### config.mk
export PLATFORM = sky130hd
export DESIGN_NAME = avgr_param
export DESIGN_NICKNAME = d
export VERILOG_FILES = /design/src/rtl/avgr_param.sv
export SDC_FILE = /design/constraint.sdc
export NUM_CORES = 1
export LEC_CHECK = 0
export CORE_ASPECT_RATIO = 1.5
export CORE_MARGIN = 4
export CORE_UTILIZATION = 53
export CTS_BUF_LIST = sky130_fd_sc_hd__clkbuf_8 sky130_fd_sc_hd__clkbuf_16
export CTS_CLUSTER_DIAMETER = 150
export DETAILED_ROUTE_END_ITERATION = 16
export GPL_TIMING_DRIVEN = 0
export HOLD_SLACK_MARGIN = 0.12
export PLACE_DENSITY = 0.79
export SETUP_SLACK_MARGIN = 0.3
export SLEW_MARGIN = 40
export SYNTH_ARGS = -nofsm -noshare
export SYNTH_HDL_FRONTEND = slang
export SYNTH_SLANG_ARGS = --single-unit
### constraint.sdc
create_clock -name clk_2 -period 2 [get_ports clk_2]
set_input_delay 0.4 -clock clk_2 [delete_from_list [all_inputs] [get_ports clk_2]]
set_output_delay 0.4 -clock clk_2 [all_outputs]
set_load 0.03 [all_outputs]
### src/rtl/avgr_param.sv
// avgr_param: averages blocks of 2**LOG2_N FIFO samples into the result RAM; last fifo_rd to ram_wr_n low is 3 cycles.
// Reads stall while fifo_empty is high; define AVGR_ROUND_EN for saturating round-half-up instead of truncation.
module avgr_param #(
  parameter int DATA_W = 8,
  parameter int LOG2_N = 2,
  parameter int ADDR_W = 4
) (
  input  logic              clk_2,
  input  logic              reset_n,
  input  logic              rd_fifo,
  input  logic              dis_rd_fifo,
  input  logic              fifo_empty,
  output logic              fifo_rd,
  input  logic [DATA_W-1:0] fifo_data,
  output logic              avging,
  output logic              avg_done,
  output logic              ram_wr_n,
  output logic [ADDR_W-1:0] ram_addr,
  output logic [DATA_W-1:0] result
);

  localparam int ACC_W = DATA_W + LOG2_N;
  localparam logic [LOG2_N:0] N_CNT = {1'b1, {LOG2_N{1'b0}}};

  typedef enum logic [1:0] {IDLE, ACCUM, DIVD, OUTP} state_t;

  state_t            state;
  logic              run_en;
  logic              rd_q;
  logic [ACC_W-1:0]  acc;
  logic [LOG2_N:0]   issued;
  logic [LOG2_N:0]   accum_cnt;
  logic [DATA_W-1:0] avg_val;

  assign fifo_rd  = (state == ACCUM) && (issued < N_CNT) && !fifo_empty;
  assign avging   = (state == ACCUM);
  assign avg_done = (state == OUTP);
  assign ram_wr_n = (state != OUTP);

`ifdef AVGR_ROUND_EN
  // (acc + 2**(LOG2_N-1)) >> LOG2_N equals (acc >> LOG2_N) plus the bit just below the cut.
  logic [DATA_W:0] rounded;
  assign rounded = {1'b0, acc[ACC_W-1:LOG2_N]} + {{DATA_W{1'b0}}, acc[LOG2_N-1]};
  assign avg_val = rounded[DATA_W] ? {DATA_W{1'b1}} : rounded[DATA_W-1:0];
`else
  assign avg_val = acc[ACC_W-1:LOG2_N];
`endif

  // Clear wins when both control pulses land in the same cycle.
  always_ff @(posedge clk_2 or negedge reset_n) begin
    if (!reset_n) begin
      run_en <= 1'b0;
    end else if (dis_rd_fifo) begin
      run_en <= 1'b0;
    end else if (rd_fifo) begin
      run_en <= 1'b1;
    end
  end

  always_ff @(posedge clk_2 or negedge reset_n) begin
    if (!reset_n) begin
      state     <= IDLE;
      rd_q      <= 1'b0;
      acc       <= '0;
      issued    <= '0;
      accum_cnt <= '0;
      ram_addr  <= '0;
      result    <= '0;
    end else begin
      rd_q <= fifo_rd;
      case (state)
        IDLE: begin
          acc       <= '0;
          issued    <= '0;
          accum_cnt <= '0;
          if (run_en) state <= ACCUM;
        end
        ACCUM: begin
          if (fifo_rd) issued <= issued + 1'b1;
          // Data returned by the FIFO lands one cycle after its read strobe.
          if (rd_q) begin
            acc       <= acc + {{LOG2_N{1'b0}}, fifo_data};
            accum_cnt <= accum_cnt + 1'b1;
            if (accum_cnt + 1'b1 == N_CNT) state <= DIVD;
          end
        end
        DIVD: begin
          result <= avg_val;
          state  <= OUTP;
        end
        OUTP: begin
          ram_addr <= ram_addr + 1'b1;
          state    <= IDLE;
        end
        default: state <= IDLE;
      endcase
    end
  end

endmodule

==> summary.txt <==
Worst setup path
  – Buf+Inv Stages, Crit Path: 1
  – CP endpoint kind: flip-flop
  – Flop-to-flop setup slack: 260 ps
  – Crit Path Category: reg2reg
  – Startpoint Class: flip-flop
  – RR Endpoint: acc[8]
  – Worst R2R Path Depth: 7
  – Critical Path RT: 2220 ps
  – CP max stage delay: 380 ps
  – Crit-path max FO: 4
  – CP Data Arrival Time: 1960 ps
  – Critical-path top delay cell: a2111o_1
  – RR Startpoint: acc[0]
  – CP top delay family: adder cells
  – Crit-path cells: ha_2, inv_2, fa_2, nor2b_4, o31ai_4, a2111o_1, nand3_1

Synth
  – #FFs+latches synth: 32
  – Ys flop type: dfrtp_1
  – Yosys cell types: 41
  – Post-synth ARST share: 100%
  – Post-Syn Area: 0.00177 sq mm
  – Syn nets: 198
  – Synth warn: 0
  – Mean Syn Cell Area: 10.6 sq um
  – Sequential area share after synthesis: 45.1%
  – Cell count after synthesis: 168
  – EDFF count, synth: 0

Clocking
  – Clock Latency Late Sink: 280 ps
  – Sink Count: 32
  – Max H-tree Level: 2
  – Clock Path Buffers: 2
  – Cts-stage hold buffer count: 0
  – Inserted Clock Buffers: 5
  – Clock Pin Slew Worst Setup and Hold Paths: 70 ps
  – Root buffer cell: clkbuf_8
  – CTS tree: yes

Placement
  – Post-DP HPWL: 2750 microns
  – Placed insts: 236
  – GPL Wtd Cong: 0.910
  – Number of port buffers: 28
  – Worst slack, placed: -377 ps

Die
  – I/O pin cnt: 29
  – Cell row count: 25
  – Die Ht: 78.9 microns
  – Core area: 0.00319 sq mm
  – Die W: 55.2 microns
  – Starting Density: 55.6%
  – Die area: 0.00436 sq mm

Timing
  – TNS Setup: 0 ps
  – Final worst slack: 259 ps
  – Crit path time final: 1740 ps
  – # setup viols final: 0
  – Slew Limit Fails: 0
  – Hold WS: 158 ps
  – Final Cycle Share: 87.0%
  – Rel. slew slack: 53.0%
  – Hold Violations, Final: 0
  – Unrepaired setup endpoints after global routing: true
  – Highest achievable clock rate: 0.574 GHz
  – Least-Margin Pin Slew: 706 ps
  – Final Skew: 6.57 ps

Detailed routing
  – Via-to-Cell Ratio: 5.66
  – Final wirelength: 4200 microns
  – Drt first-iter violations: 58
  – 1st-pass router iterations: 5
  – Routed WL per cell: 16.0 microns
  – Vias post-DR: 1484
  – Antenna Violating Nets Remaining: 0
  – DRC viols: 0

Final layout
  – Ant diodes: 0
  – FILL cells: 218
  – Share of cells above drive strength 1: 32.0%
  – P&R area growth vs syn: 38.5%
  – Final std cells w/o fill: 262
  – Nets@finish: 251

Global routing
  – GR Overflow Total: 0
  – Initial antenna violation count: 0
  – Largest net degree at the start of global routing: 33
  – Vias in the first global route: 1466
  – First-pass GRT wire length: 6680 microns
  – Tot GR Track Use: 19.7%

Min path
  – Type of the most critical hold path: in2async

Power and ir drop
  – P_leak: 1.16 nW
  – VDD IR-drop max: 1.35 mV
  – Power Total: 3.59 mW
  – PD cells: 1460 mW/mm^2

Run status
  – Run status: finished, final reports clean

Job
  – Max cap viols: 0
layout by cell type (no fill, tap or decap), types with 5 or more instances in the layout:
master	synthesis	final
xnor2_1	5	5
dlygate4sd2_1	0	14
buf_4	0	18
ha_1	16	7
clkdlybuf4s50_1	0	7
nand2_1	16	15
ha_4	0	6
nor2_1	11	11
mux2_2	10	10
o21ai_0	11	8
clkbuf_8	0	6
inv_1	13	10
dfrtp_1	32	31
nand3_1	9	9
inv_2	0	5
Yosys cell counts, types with 2 or more instances:
library cell  count  share of area [%]
dfrtp_1          32                 45
ha_1             16                 11
nand2_1          16                3.4
inv_1            13                2.8
nor2_1           11                2.3
o21ai_0          11                3.1
mux2_2           10                6.3
nand3_1           9                2.5
xnor2_1           5                2.5
a21oi_1           3               0.85
nor2b_1           3                1.1
a211oi_1          2               0.85
a222oi_1          2                1.1
a22o_1            2               0.99
buf_6             2                1.3
clkbuf_1          2               0.42
nand4_1           2               0.71
nor3b_1           2               0.85
o211ai_1          2               0.85
xor2_1            2               0.99
worst register-to-register path, delay by kind of cell, from the launching register on:
| family | cells | cell delay, ps |
|---|---|---|
| adders and majority gates | 2 | 560 |
| AOI/OAI and AO/OA | 2 | 500 |
| buffers and inverters | 1 | 40 |
| DFF | 1 | 350 |
| and+or+nand+nor | 2 | 230 |
power breakdown:
group | switching [mW] | leakage, nW | internal (mW)
clock | 0.223 | 0.0538 | 0.270
sequential | 0.208 | 0.415 | 0.876
combinational | 1.08 | 0.694 | 0.935
repair_timing:
action	in CTS	in global routing
gates resized for setup	51	22
setup buffers	8	10
endpoints found under the setup margin	21	20
pin swaps	6	10
per-stage QoR:
step	cell area, sq um	util [%]
2_1_floorplan	1780	-
3_3_place_gp	2110	66.1
3_5_place_dp	2100	66.0
4_1_cts	2320	72.7
5_1_grt	2460	77.0
6_report	2460	77.0
cells by family (layout without fill, tap and decap cells):
family	count (synthesis)	after routing	share of synthesized area, %
flip-flops	32	32	45.1
AND/OR/NAND/NOR	50	50	13.5
buffers and inverters	17	71	4.44
adder cells (fa/ha/maj)	17	17	12.4
AO/OA/AOI/OAI	34	34	14.1
multiplexers	11	11	6.91
XOR/XNOR	7	7	3.46
worst max-delay path by stage:
stage,endpoint,start,cells past startpoint
final,acc[8],acc[0],7
after global routing,acc[6],acc[0],7
after CTS,ram_wr_n,state[0],3
after detailed placement,acc[6],fifo_data[0],8
after global placement,acc[6],fifo_data[0],8
after floorplan,acc[7],state[1],8
sequential cells by signal (all words and copies together) (netlist names):
signal	flops
result	8
accum_cnt	3
ram_addr	4
issued	3
rd_q	1
acc	10
state	2
run_en	1
cell type report:
| cell class | instances | area (sq um) | share of cell area [%] |
|---|---|---|---|
| buffer | 4 | 32.5 | 1.32 |
| clock buffer | 6 | 82.6 | 3.36 |
| clock inverter | 2 | 7.51 | 0.305 |
| inverter | 13 | 48.8 | 1.99 |
| multi-input combinational | 119 | 1040 | 42.5 |
| sequential | 32 | 802 | 32.6 |
| tap | 40 | 50.0 | 2.04 |
| timing repair buffer | 46 | 390 | 15.9 |
layer usage:
layer	wire [microns]	up-vias	track usage (%)
li1	-	698	-
met5	0	-	0
met2	2260	51	34.2
met4	77	0	9.98
met1	1610	728	21.0
met3	255	7	6.50
(Power assumes the default switching activity.)
